### config.mk
export PLATFORM = sky130hd
export DESIGN_NAME = hp_bars_multi_flat
export DESIGN_NICKNAME = d
export VERILOG_FILES = /design/src/rtl/hp_bars_pkg.sv /design/src/rtl/vga_if.sv /design/src/rtl/hp_channel.sv /design/src/rtl/hp_bars_multi.sv /design/src/flat_wrapper.sv
export SDC_FILE = /design/constraint.sdc
export NUM_CORES = 1
export LEC_CHECK = 0
export CAP_MARGIN = 30
export CORE_UTILIZATION = 49
export CTS_CLUSTER_SIZE = 14
export DETAILED_ROUTE_END_ITERATION = 8
export GPL_TIMING_DRIVEN = 0
export HOLD_SLACK_MARGIN = 0.08
export PLACE_DENSITY_LB_ADDON = 0.1
export SLEW_MARGIN = 0
export SYNTH_ARGS = -nofsm -noshare
export SYNTH_HDL_FRONTEND = slang
export SYNTH_SLANG_ARGS = --single-unit
### constraint.sdc
create_clock -name clk -period 3.48 [get_ports clk]
set_input_delay 0.696 -clock clk [delete_from_list [all_inputs] [get_ports clk]]
set_output_delay 0.696 -clock clk [all_outputs]
set_load 0.01 [all_outputs]
### src/rtl/hp_bars_pkg.sv
// rtl/hp_bars_pkg.sv - shared types, colours and helpers for the health-bar engine
package hp_bars_pkg;

  typedef enum logic [1:0] {ALIVE, INVULN, KO} hp_state_t;

  localparam logic [11:0] COL_HP    = 12'hF00;
  localparam logic [11:0] COL_GHOST = 12'hFFF;
  localparam logic [11:0] COL_FRAME = 12'hFC0;

  function automatic logic [15:0] sat_sub(input logic [15:0] a, input logic [15:0] b);
    return (a > b) ? a - b : 16'd0;
  endfunction

endpackage

### src/rtl/vga_if.sv
// rtl/vga_if.sv - VGA timing and colour bundle with input/output views
interface vga_if;
  logic [10:0] hcount;
  logic [10:0] vcount;
  logic        hsync;
  logic        vsync;
  logic        hblnk;
  logic        vblnk;
  logic [11:0] rgb;

  modport vga_in  (input  hcount, vcount, hsync, vsync, hblnk, vblnk, rgb);
  modport vga_out (output hcount, vcount, hsync, vsync, hblnk, vblnk, rgb);
endinterface

### src/rtl/hp_channel.sv
// rtl/hp_channel.sv - one player's HP, ghost bar and ALIVE/INVULN/KO FSM (HP_BLINK_EN adds blink)
module hp_channel
  import hp_bars_pkg::*;
#(
  parameter int HP_W       = 10,
  parameter int HP_MAX     = 500,
  parameter int DAMAGE     = 100,
  parameter int IFRAMES    = 30,
  parameter int DRAIN_STEP = 4
) (
  input  logic            clk,
  input  logic            rst,
  input  logic            hit,
  input  logic            reset_hp,
  input  logic            frame_tick,
  output logic [HP_W-1:0] hp,
  output logic [HP_W-1:0] ghost,
  output hp_state_t       state,
  output logic            blink
);

  localparam int CNT_W = ($clog2(IFRAMES + 1) < 3) ? 3 : $clog2(IFRAMES + 1);

  hp_state_t       state_n;
  logic [HP_W-1:0] hp_n;
  logic [HP_W-1:0] ghost_n;
  logic [HP_W-1:0] drained;
  logic [CNT_W-1:0] cnt;
  logic [CNT_W-1:0] cnt_n;

  always_ff @(posedge clk) begin
    if (rst) begin
      state <= ALIVE;
      hp    <= HP_W'(HP_MAX);
      ghost <= HP_W'(HP_MAX);
      cnt   <= '0;
    end else begin
      state <= state_n;
      hp    <= hp_n;
      ghost <= ghost_n;
      cnt   <= cnt_n;
    end
  end

  always_comb begin
    state_n = state;
    hp_n    = hp;
    ghost_n = ghost;
    cnt_n   = cnt;
    drained = HP_W'(sat_sub(16'(ghost), 16'(DRAIN_STEP)));
    if (reset_hp) begin
      state_n = ALIVE;
      hp_n    = HP_W'(HP_MAX);
      ghost_n = HP_W'(HP_MAX);
      cnt_n   = '0;
    end else begin
      case (state)
        ALIVE: begin
          if (hit) begin
            hp_n = HP_W'(sat_sub(16'(hp), 16'(DAMAGE)));
            if (hp_n == '0) begin
              state_n = KO;
            end else begin
              state_n = INVULN;
              cnt_n   = CNT_W'(IFRAMES);
            end
          end
        end
        INVULN: begin
          if (frame_tick) begin
            cnt_n = cnt - CNT_W'(1);
            if (cnt == CNT_W'(1)) begin
              state_n = ALIVE;
            end
          end
        end
        default: ;
      endcase
      // Ghost trails the post-hit HP so it can never sit below the live bar
      if (frame_tick) begin
        ghost_n = (hp_n > drained) ? hp_n : drained;
      end
    end
  end

`ifdef HP_BLINK_EN
  assign blink = (state == INVULN) && cnt[2];
`else
  assign blink = 1'b0;
`endif

endmodule

### src/rtl/hp_bars_multi.sv
// rtl/hp_bars_multi.sv - N-player health-bar overlay on the VGA stream, one cycle latency (HP_BLINK_EN optional)
module hp_bars_multi
  import hp_bars_pkg::*;
#(
  parameter int N_PLAYERS  = 2,
  parameter int HP_W       = 10,
  parameter int HP_MAX     = 500,
  parameter int DAMAGE     = 100,
  parameter int IFRAMES    = 30,
  parameter int DRAIN_STEP = 4,
  parameter int BAR_X0     = 8,
  parameter int BAR_PITCH  = 508,
  parameter int BAR_Y0     = 6,
  parameter int BAR_Y1     = 26,
  parameter int FRM_X0     = 3,
  parameter int FRM_X1     = 1020,
  parameter int FRM_Y0     = 3,
  parameter int FRM_Y1     = 29
) (
  input  logic                      clk,
  input  logic                      rst,
  input  logic [N_PLAYERS-1:0]      hit,
  input  logic                      reset_hp,
  output logic [N_PLAYERS*HP_W-1:0] hp,
  output logic [N_PLAYERS-1:0]      ko,
  vga_if.vga_in                     vga_in,
  vga_if.vga_out                    vga_out
);

  logic            frame_tick;
  logic [HP_W-1:0] ch_hp    [N_PLAYERS];
  logic [HP_W-1:0] ch_ghost [N_PLAYERS];
  hp_state_t       ch_state [N_PLAYERS];
  logic [N_PLAYERS-1:0] ch_blink;

  assign frame_tick = (vga_in.vcount == 11'd0) && (vga_in.hcount == 11'd0);

  for (genvar g = 0; g < N_PLAYERS; g++) begin : g_ch
    hp_channel #(
      .HP_W       (HP_W),
      .HP_MAX     (HP_MAX),
      .DAMAGE     (DAMAGE),
      .IFRAMES    (IFRAMES),
      .DRAIN_STEP (DRAIN_STEP)
    ) u_ch (
      .clk        (clk),
      .rst        (rst),
      .hit        (hit[g]),
      .reset_hp   (reset_hp),
      .frame_tick (frame_tick),
      .hp         (ch_hp[g]),
      .ghost      (ch_ghost[g]),
      .state      (ch_state[g]),
      .blink      (ch_blink[g])
    );
    assign hp[g*HP_W +: HP_W] = ch_hp[g];
    assign ko[g]              = (ch_state[g] == KO);
  end

  logic [10:0] x, y, base, span_end, h, gv;
  logic [10:0] hp_lo, hp_hi, gh_lo, gh_hi;
  logic        in_rows, hp_on, ghost_on, frame_on;
  logic [11:0] rgb_mux;

  always_comb begin
    x        = vga_in.hcount;
    y        = vga_in.vcount;
    in_rows  = (y >= 11'(BAR_Y0)) && (y < 11'(BAR_Y1));
    frame_on = (x >= 11'(FRM_X0)) && (x < 11'(FRM_X1)) &&
               (y >= 11'(FRM_Y0)) && (y < 11'(FRM_Y1));
    hp_on    = 1'b0;
    ghost_on = 1'b0;
    base     = '0;
    span_end = '0;
    h        = '0;
    gv       = '0;
    hp_lo    = '0;
    hp_hi    = '0;
    gh_lo    = '0;
    gh_hi    = '0;
    for (int i = 0; i < N_PLAYERS; i++) begin
      base     = 11'(BAR_X0 + i * BAR_PITCH);
      span_end = base + 11'(HP_MAX);
      h        = 11'(ch_hp[i]);
      gv       = 11'(ch_ghost[i]);
      // Even bars shrink toward their right edge, odd bars toward their left
      if ((i % 2) == 0) begin
        hp_lo = span_end - h;
        hp_hi = span_end;
        gh_lo = span_end - gv;
        gh_hi = span_end - h;
      end else begin
        hp_lo = base;
        hp_hi = base + h;
        gh_lo = base + h;
        gh_hi = base + gv;
      end
      if (in_rows && (x >= hp_lo) && (x < hp_hi) && !ch_blink[i]) hp_on = 1'b1;
      if (in_rows && (x >= gh_lo) && (x < gh_hi)) ghost_on = 1'b1;
    end
    if (hp_on)         rgb_mux = COL_HP;
    else if (ghost_on) rgb_mux = COL_GHOST;
    else if (frame_on) rgb_mux = COL_FRAME;
    else               rgb_mux = vga_in.rgb;
  end

  always_ff @(posedge clk) begin
    if (rst) begin
      vga_out.hcount <= '0;
      vga_out.vcount <= '0;
      vga_out.hsync  <= 1'b0;
      vga_out.vsync  <= 1'b0;
      vga_out.hblnk  <= 1'b0;
      vga_out.vblnk  <= 1'b0;
      vga_out.rgb    <= '0;
    end else begin
      vga_out.hcount <= vga_in.hcount;
      vga_out.vcount <= vga_in.vcount;
      vga_out.hsync  <= vga_in.hsync;
      vga_out.vsync  <= vga_in.vsync;
      vga_out.hblnk  <= vga_in.hblnk;
      vga_out.vblnk  <= vga_in.vblnk;
      vga_out.rgb    <= rgb_mux;
    end
  end

endmodule

### src/flat_wrapper.sv
// flat-port wrapper written by rule: the top's interface ports become plain ports
module hp_bars_multi_flat import hp_bars_pkg::*;
#(
  parameter int N_PLAYERS  = 2,
  parameter int HP_W       = 10,
  parameter int HP_MAX     = 500,
  parameter int DAMAGE     = 100,
  parameter int IFRAMES    = 30,
  parameter int DRAIN_STEP = 4,
  parameter int BAR_X0     = 8,
  parameter int BAR_PITCH  = 508,
  parameter int BAR_Y0     = 6,
  parameter int BAR_Y1     = 26,
  parameter int FRM_X0     = 3,
  parameter int FRM_X1     = 1020,
  parameter int FRM_Y0     = 3,
  parameter int FRM_Y1     = 29
)
  (clk, rst, hit, reset_hp, hp, ko, vga_in_hcount, vga_in_vcount, vga_in_hsync, vga_in_vsync, vga_in_hblnk, vga_in_vblnk, vga_in_rgb, vga_out_hcount, vga_out_vcount, vga_out_hsync, vga_out_vsync, vga_out_hblnk, vga_out_vblnk, vga_out_rgb);
  vga_if vga_in_i ();
  vga_if vga_out_i ();
  input  logic clk;
  input  logic rst;
  input  logic [N_PLAYERS-1:0] hit;
  input  logic reset_hp;
  output logic [N_PLAYERS*HP_W-1:0] hp;
  output logic [N_PLAYERS-1:0] ko;
  input wire logic [$bits(vga_in_i.hcount)-1:0] vga_in_hcount;
  input wire logic [$bits(vga_in_i.vcount)-1:0] vga_in_vcount;
  input wire logic [$bits(vga_in_i.hsync)-1:0] vga_in_hsync;
  input wire logic [$bits(vga_in_i.vsync)-1:0] vga_in_vsync;
  input wire logic [$bits(vga_in_i.hblnk)-1:0] vga_in_hblnk;
  input wire logic [$bits(vga_in_i.vblnk)-1:0] vga_in_vblnk;
  input wire logic [$bits(vga_in_i.rgb)-1:0] vga_in_rgb;
  output wire logic [$bits(vga_out_i.hcount)-1:0] vga_out_hcount;
  output wire logic [$bits(vga_out_i.vcount)-1:0] vga_out_vcount;
  output wire logic [$bits(vga_out_i.hsync)-1:0] vga_out_hsync;
  output wire logic [$bits(vga_out_i.vsync)-1:0] vga_out_vsync;
  output wire logic [$bits(vga_out_i.hblnk)-1:0] vga_out_hblnk;
  output wire logic [$bits(vga_out_i.vblnk)-1:0] vga_out_vblnk;
  output wire logic [$bits(vga_out_i.rgb)-1:0] vga_out_rgb;
  assign vga_in_i.hcount = vga_in_hcount;
  assign vga_in_i.vcount = vga_in_vcount;
  assign vga_in_i.hsync = vga_in_hsync;
  assign vga_in_i.vsync = vga_in_vsync;
  assign vga_in_i.hblnk = vga_in_hblnk;
  assign vga_in_i.vblnk = vga_in_vblnk;
  assign vga_in_i.rgb = vga_in_rgb;
  assign vga_out_hcount = vga_out_i.hcount;
  assign vga_out_vcount = vga_out_i.vcount;
  assign vga_out_hsync = vga_out_i.hsync;
  assign vga_out_vsync = vga_out_i.vsync;
  assign vga_out_hblnk = vga_out_i.hblnk;
  assign vga_out_vblnk = vga_out_i.vblnk;
  assign vga_out_rgb = vga_out_i.rgb;
  hp_bars_multi #(.N_PLAYERS(N_PLAYERS), .HP_W(HP_W), .HP_MAX(HP_MAX), .DAMAGE(DAMAGE), .IFRAMES(IFRAMES), .DRAIN_STEP(DRAIN_STEP), .BAR_X0(BAR_X0), .BAR_PITCH(BAR_PITCH), .BAR_Y0(BAR_Y0), .BAR_Y1(BAR_Y1), .FRM_X0(FRM_X0), .FRM_X1(FRM_X1), .FRM_Y0(FRM_Y0), .FRM_Y1(FRM_Y1)) u_core (.clk(clk), .rst(rst), .hit(hit), .reset_hp(reset_hp), .hp(hp), .ko(ko), .vga_in(vga_in_i), .vga_out(vga_out_i));
endmodule
==> reports/qor.yml, run 1 <==
timing:
  hold_ws_ps: 506.9
  slew_viol_final: 0
  fin_ws_ps: 83.98
  fin_skew_ps: 9.030
  fmax_mhz: 294.5
  setup_viol_count_final: 0
  finalCriticalPeriod_ps: 3396
  timing.final.hold_violations: 0
  max_slew.worst_pin.slew_ps: 932.9
  fin_crit_sh_pct: 97.59
  slew_headroom_pct: 36.83
global_routing:
  track_usage_pct: 28.59
  grt_pass1_vias: 6408
  grt_max_degree: 19
  grt_pass1_wl_mm: 31.99
  overflow: 0
  grt_antenna_before_repair: 0
floorplan:
  start_util_pct: 50.29
  ios: 103
  die_h_um: 118.6
  die_w_um: 118.6
  design.die.area_um2: 14060
  core.rowCount: 42
  core_area_um2: 13240
critical_path:
  r2r_slack_ps: 80
  critPathSlowestCell: "or4b_4"
  slowest_delay_ps: 480
  worstPathArrival_ps: 3640
  crit_type: "reg -> reg"
  r2r_start: "u_core.g_ch[1].u_ch.hp[3]"
  reg2reg_to: "u_core.g_ch[1].u_ch.ghost[5]"
  crit_path_start_kind: "flop"
  path_max_fanout: 6
  reg2reg_depth: 13
  required_ps: 3720
  critPathCaptureType: "flop"
  cp_cell_sequence: "inv_1, ha_1, or4b_4, a31oi_4, nor2_1, a31o_2, ha_4, and4_4, nand4_1, o21a_1, nand2_4, mux2_2, a221o_1"
yosys:
  synthCells: 827
  synth_ff_type: "dfxtp_1"
  ys_types: 72
  synth.area.top_cells: "dfxtp_1 (28%), ha_1 (16%), a21oi_1 (4.2%), nand2_1 (3.9%), nor2b_1 (3.3%)"
  synth-edff-count: 0
  yosys.area.top_type: "dfxtp_1"
  ys_async_sr_fraction_pct: 0
  synthesis.area_um2: 6660
  syn_area_per_cell_um2: 8.053
  synth.ff_latch_count: 92
  ys_seq_area_share_pct: 27.65
  synth_nets: 953
  synth_top_area_share_pct: 27.65
  synth_warnings: 0
power:
  finalPower_w: 0.002661
  power-per-cell-area_nw_per_um2: 308.3
  vdd_drop_max_mv: 0.2091
  leakagePower_nw: 3.444
min_path:
  hp-class: "reg -> reg"
  min_to: "u_core.g_ch[0].u_ch.cnt[3]"
  hold_depth: 2
  hp-start: "u_core.g_ch[0].u_ch.cnt[3]"
detailed_routing:
  drt_pre_antenna_iters: 5
  drc: 0
  wl_per_cell_um: 17.38
  ant_nets: 0
  vias: 6597
  routed_wl_mm: 19.69
  drtIter0Drc: 444
  detail_route.vias_per_cell: 5.823
placed_design:
  place_hpwl_mm: 14.67
  gp_congestion: 0.9001
  port_buffers: 102
  pre_cts_ws_ps: -1216
  dp_cells: 1107
final_layout:
  instances_no_fill: 1133
  diodes: 0
  drive_above_1_share_pct: 11.81
  synthToLayoutAreaGrowth_pct: 29.59
  nets: 1078
clocking:
  clk_path_buf_depth: 2
  clock-root-buffer: "clkbuf_16"
  cts_buffers: 9
  clock_sink_count: 92
  clk_pin_slew_worst_paths_ps: 70
  insertion_delay_ps: 360
  ctsHtreeMaxLevel: 3
  cts_tree: "built"
job:
  cap_violations: 0
status:
  outcome: "complete, no violations"
final cells by class:
cell class,instances,area [um2]
Multi-Input combinational cell,641,4700
Timing Repair Buffer,123,1189
Buffer,42,195.2
Fill cell,1155,4612
Inverter,43,161.4
Tap cell,176,220.2
Clock inverter,7,90.09
Clock buffer,9,225.2
Sequential cell,92,1851
worst max path at each step:
stage	from	to	slack (ps)	cells past startpoint
2_1_floorplan	hit[1]	u_core.g_ch[1].u_ch.ghost[5]	-2	13
3_3_place_gp	hit[0]	u_core.g_ch[0].u_ch.ghost[4]	-1210	12
3_5_place_dp	hit[0]	u_core.g_ch[0].u_ch.ghost[4]	-1220	12
4_1_cts	hit[1]	u_core.g_ch[1].u_ch.ghost[5]	6	13
5_1_grt	u_core.g_ch[1].u_ch.hp[3]	u_core.g_ch[1].u_ch.ghost[5]	-20	13
6_report	u_core.g_ch[1].u_ch.hp[3]	u_core.g_ch[1].u_ch.ghost[5]	80	13
cell families after synthesis:
group / Yosys count / synth area share, %
AND/OR/NAND/NOR: 316 / 24.99
buffers and inverters: 94 / 5.673
flip-flops: 92 / 27.65
multiplexers: 13 / 2.029
AO/OA/AOI/OAI: 194 / 19.46
XOR/XNOR: 35 / 4.603
adder cells (fa/ha/maj): 83 / 15.59
power by group:
part | leakage, nW | total [W] | switching, W | internal, W
clock | 0.156 | 0.00105 | 0.000476 | 0.000577
sequential | 0.754 | 0.00111 | 0.0000256 | 0.00109
combinational | 2.53 | 0.000494 | 0.000253 | 0.000242
Yosys cell counts (3+ instances only):
| cell | instances |
|---|---|
| xnor2_1 | 23 |
| o21ai_0 | 36 |
| nand2b_1 | 17 |
| or3_1 | 9 |
| o311ai_0 | 4 |
| nor3b_1 | 6 |
| nor4_1 | 10 |
| o211ai_1 | 6 |
| o21a_1 | 6 |
| inv_1 | 43 |
| nor3_1 | 23 |
| o31ai_1 | 9 |
| a41oi_1 | 5 |
| xor2_1 | 12 |
| o2bb2ai_1 | 3 |
| nand3b_1 | 4 |
| or2_2 | 4 |
| a31o_2 | 4 |
| a211oi_1 | 12 |
| or4_1 | 3 |
| a31oi_1 | 7 |
| mux2i_1 | 9 |
| a211o_1 | 5 |
| nand4_1 | 17 |
| and2_1 | 13 |
| a311oi_1 | 3 |
| dfxtp_1 | 92 |
| mux2_2 | 4 |
| o311a_1 | 4 |
| buf_6 | 3 |
| nor2_1 | 57 |
| nand2_1 | 69 |
| or3b_2 | 3 |
| a21oi_1 | 56 |
| ha_1 | 83 |
| clkbuf_1 | 45 |
| nand3_1 | 28 |
| a21o_1 | 7 |
| nor2b_1 | 35 |
| and4_1 | 4 |
what timing repair did:
| item | 4_1_cts | 5_1_grt |
|---|---|---|
| gates resized for setup | 33 | 49 |
| pin swaps | 11 | 12 |
| gates cloned | 0 | 0 |
| endpoints found under the setup margin | 24 | 33 |
| hold buffers | 0 | 0 |
| buffers inserted | 16 | 3 |
state kept, by name, indices dropped and copies added, names as in the netlist:
signal,cells
u_core.vga_out.hcount,11
u_core.vga_out.rgb,12
u_core.vga_out.vblnk,1
u_core.vga_out.hsync,1
u_core.vga_out.vsync,1
u_core.g_ch.u_ch.ghost,20
u_core.g_ch.u_ch.cnt,10
u_core.g_ch.u_ch.hp,20
u_core.vga_out.vcount,11
u_core.vga_out.hblnk,1
u_core.g_ch.u_ch.state,4
critical path: cells and delay by family, from the launching register on:
family          cells  cell delay (ps)
flops               1              350
simple gates        5              990
fa+ha+maj           2              450
mux                 1              330
buf+inv             1              110
compound gates      4             1050
per-layer routing:
metal	part of all wire, %	global-route usage (%)
met5	0	0
met4	2.5	11.71
met3	5.8	5.405
met2	45	45.07
met1	47	38.16
cells in the final DEF, fill, tap and decap left out, types with 9 or more instances in the layout:
cell type / Yosys / final
clkdlybuf4s50_1: 0 / 100
dfxtp_1: 92 / 87
ha_1: 83 / 78
nand2_1: 69 / 66
nor2_1: 57 / 56
a21oi_1: 56 / 53
inv_1: 43 / 43
nor2b_1: 35 / 34
clkbuf_1: 45 / 32
nand3_1: 28 / 28
xnor2_1: 23 / 23
o21ai_0: 36 / 23
nor3_1: 23 / 19
buf_4: 0 / 19
nand4_1: 17 / 17
nand2b_1: 17 / 16
xor2_1: 12 / 12
and2_1: 13 / 12
a211oi_1: 12 / 12
clkbuf_16: 0 / 9
metrics by stage:
| stage | TNS [ps] | util [%] | cell area (um2) |
|---|---|---|---|
| after floorplan | -1.980 | - | 6670 |
| after global placement | -21650 | 59.74 | 7911 |
| after detailed placement | -20660 | 59.86 | 7928 |
| after CTS | 0 | 63.90 | 8462 |
| after global routing | -24.14 | 65.17 | 8631 |
| final | 0 | 65.17 | 8631 |
No activity file was read; power rests on OpenSTA's default activity.
==> inputs of run 2 (changes only) <==
--- a/config.mk
+++ b/config.mk
@@ -6,6 +6,7 @@
 export NUM_CORES = 1
 export LEC_CHECK = 0
 export CAP_MARGIN = 30
+export CORE_ASPECT_RATIO = 0.75
 export CORE_UTILIZATION = 49
 export CTS_CLUSTER_SIZE = 14
 export DETAILED_ROUTE_END_ITERATION = 8
==> reports/qor.yml, run 2 (synthesized netlist as in run 1, its figures left out) <==
global_routing:
  track_usage_pct: 28.40  # -0.19 points
  overflow: 0  # unchanged
  grt_max_degree: 18  # -1
  grt_pass1_vias: 6012  # -6.2%
  grt_antenna_before_repair: 0  # unchanged
  grt_pass1_wl_mm: 30.91  # -3.4%
final_layout:
  fin_util_pct: 65.64  # +0.46 points
  layout_common_cells: "clkdlybuf4s50_1 (101), dfxtp_1 (86), ha_1 (80), nand2_1 (67), nor2_1 (56)"
  reg.largest.list: "u_core.g_ch.u_ch.ghost: 20 flops, u_core.g_ch.u_ch.hp: 20 flops, u_core.vga_out.rgb: 12 flops"
  nets: 1078  # unchanged
  synthToLayoutAreaGrowth_pct: 29.18
  drive_above_1_share_pct: 12.54  # +0.73 points
  final_common_cell: "clkdlybuf4s50_1"
  diodes: 0  # unchanged
critical_path:
  crit_path_start_kind: "input pin"
  reg2reg_depth: 14  # +1
  reg2reg_to: "u_core.g_ch[0].u_ch.ghost[9]"
  critPathCaptureType: "flop"
  worstPathArrival_ps: 3650  # about the same
  crit_type: "in -> reg"
  required_ps: 3720  # about the same
  path_max_fanout: 4  # -2
  r2r_start: "u_core.g_ch[0].u_ch.ghost[4]"
  r2r_slack_ps: 90  # about the same
clocking:
  clk_path_buf_depth: 2  # unchanged
  cts_buffers: 9  # unchanged
  insertion_delay_ps: 350  # about the same
  holdBufCountCts: 0  # unchanged
  clk_pin_slew_worst_paths_ps: 70  # about the same
  clock-root-buffer: "clkbuf_16"
  cts_tree: "built"
  clock_sink_count: 92  # unchanged
  ctsHtreeMaxLevel: 3  # unchanged
detailed_routing:
  ant_nets: 0  # unchanged
  detail_route.vias_per_cell: 5.855  # +0.57%
  drtIter0Drc: 365  # -18%
  drc: 0  # unchanged
  drt_pre_antenna_iters: 5  # unchanged
  routed_wl_mm: 19.71  # +0.11%
  vias: 6605  # +0.12%
  wl_per_cell_um: 17.48  # +0.55%
timing:
  fin_skew_ps: 8.708  # -0.3216 ps
  fin_crit_sh_pct: 97.99  # +0.40 points
  fin_ws_ps: 70.03  # -13.95 ps
  timing.final.hold_violations: 0  # unchanged
  finalCriticalPeriod_ps: 3410  # +13.95 ps
  rsz0062_at_grt: "true"
  fmax_mhz: 293.3  # -0.41%
  tns_ps: 0  # unchanged
  slew_headroom_pct: 32.17  # -4.7 points
  setup_viol_count_final: 0  # unchanged
  max_slew.worst_pin.slew_ps: 1002  # +68.68 ps
  slew_viol_final: 0  # unchanged
floorplan:
  ios: 103  # unchanged
  die_w_um: 136.6  # +15%
  core_area_um2: 13110  # -1.0%
  core.rowCount: 36  # -14%
  start_util_pct: 50.81  # +0.52 points
  design.die.area_um2: 14070  # about the same
  die_h_um: 103.0  # -13%
power:
  p_sw_w: 0.0007411  # -1.7%
  leakagePower_nw: 3.416  # -0.80%
  p_clk_share_pct: 37.1  # -2.5 points
  comb_power_share_pct: 19.7  # +1.1 points
  p_sw_share_pct: 28.80  # +0.47 points
  finalPower_w: 0.002573  # -3.3%
  p_seq_share_pct: 43.2  # +1.4 points
  power-per-cell-area_nw_per_um2: 299.1  # -3.0%
  vdd_drop_max_mv: 0.2589  # +24%
  intPower_w: 0.001832  # -3.9%
min_path:
  hold_depth: 2  # unchanged
  hp-class: "reg -> reg"
  hp-start: "u_core.g_ch[0].u_ch.cnt[3]"
  min_to: "u_core.g_ch[0].u_ch.cnt[3]"
placed_design:
  pre_cts_ws_ps: -1181  # +35.80 ps
  place_hpwl_mm: 14.75  # +0.56%
  port_buffers: 102  # unchanged
  gp_congestion: 0.9219  # +2.4%
status:
  outcome: "complete, no violations"
job:
  cap_violations: 0  # unchanged
run 2: power by group through the flow:
stage / sequential [W] / combinational, W / clock [W]
final: 0.00111 / 0.000507 / 0.000953
after global routing: 0.00112 / 0.000550 / 0.00101
after CTS: 0.00111 / 0.000474 / 0.000963
after detailed placement: 0.00113 / 0.000440 / 0
after global placement: 0.00113 / 0.000424 / 0
after floorplan: 0.00114 / 0.000226 / 0
run 2: area by class of cell:
class                   instances  area [um2]
repair buffers                123        1197
clock buffers                   9       225.2
multi-input cells             641        4692
clock inverters                 7       57.56
plain buffers                  42       203.9
inverters                      43       161.4
fillers                      1072        4504
flip-flops and latches         92        1852
well taps                     171       214.0
run 2: per-stage QoR:
step,hold slack [ps],cells,area [um2]
after floorplan,451.1,827,6670
after global placement,464.6,1100,7905
after detailed placement,480.1,1102,7921
after CTS,491.0,1125,8401
after global routing,520.3,1128,8603
final,489.4,1128,8603
run 2: worst max-delay path, cell delays in order:
cell             delay, ps
clkdlybuf4s50_1        480
or3b_4                 410
a21oi_2                160
nand2_2                100
mux2i_4                210
inv_2                   70
ha_4                   250
a21oi_2                160
o21ai_2                 90
nand4b_1               270
nand2_4                120
mux2_2                 330
a221o_1                310
run 2: what timing repair did:
| action | in CTS | in global routing |
|---|---|---|
| pin swaps | 9 | 13 |
| gates resized for setup | 38 | 54 |
| setup endpoints to repair | 24 | 32 |
| buffers inserted | 11 | 8 |
| cloned | 0 | 0 |
run 2: worst max-delay path by stage:
stage,startpoint,cells past startpoint,slack [ps],end
after global placement,hit[0],12,-1250,u_core.g_ch[0].u_ch.ghost[4]
after global routing,u_core.g_ch[0].u_ch.ghost[4],14,-40,u_core.g_ch[0].u_ch.ghost[9]
final,hit[1],13,70,u_core.g_ch[1].u_ch.ghost[5]
after floorplan,hit[1],13,-2,u_core.g_ch[1].u_ch.ghost[5]
after detailed placement,hit[0],15,-1180,u_core.g_ch[0].u_ch.ghost[4]
after CTS,u_core.g_ch[0].u_ch.hp[2],16,2,u_core.g_ch[0].u_ch.ghost[9]
run 2: per-layer routing:
layer  wire (um)  up-vias  track usage (%)
li1            -     3237                -
met1        9177     3096            38.75
met5           0        -                0
met3        1460       30            5.457
met4         376        0            9.231
met2        8698      242            45.02
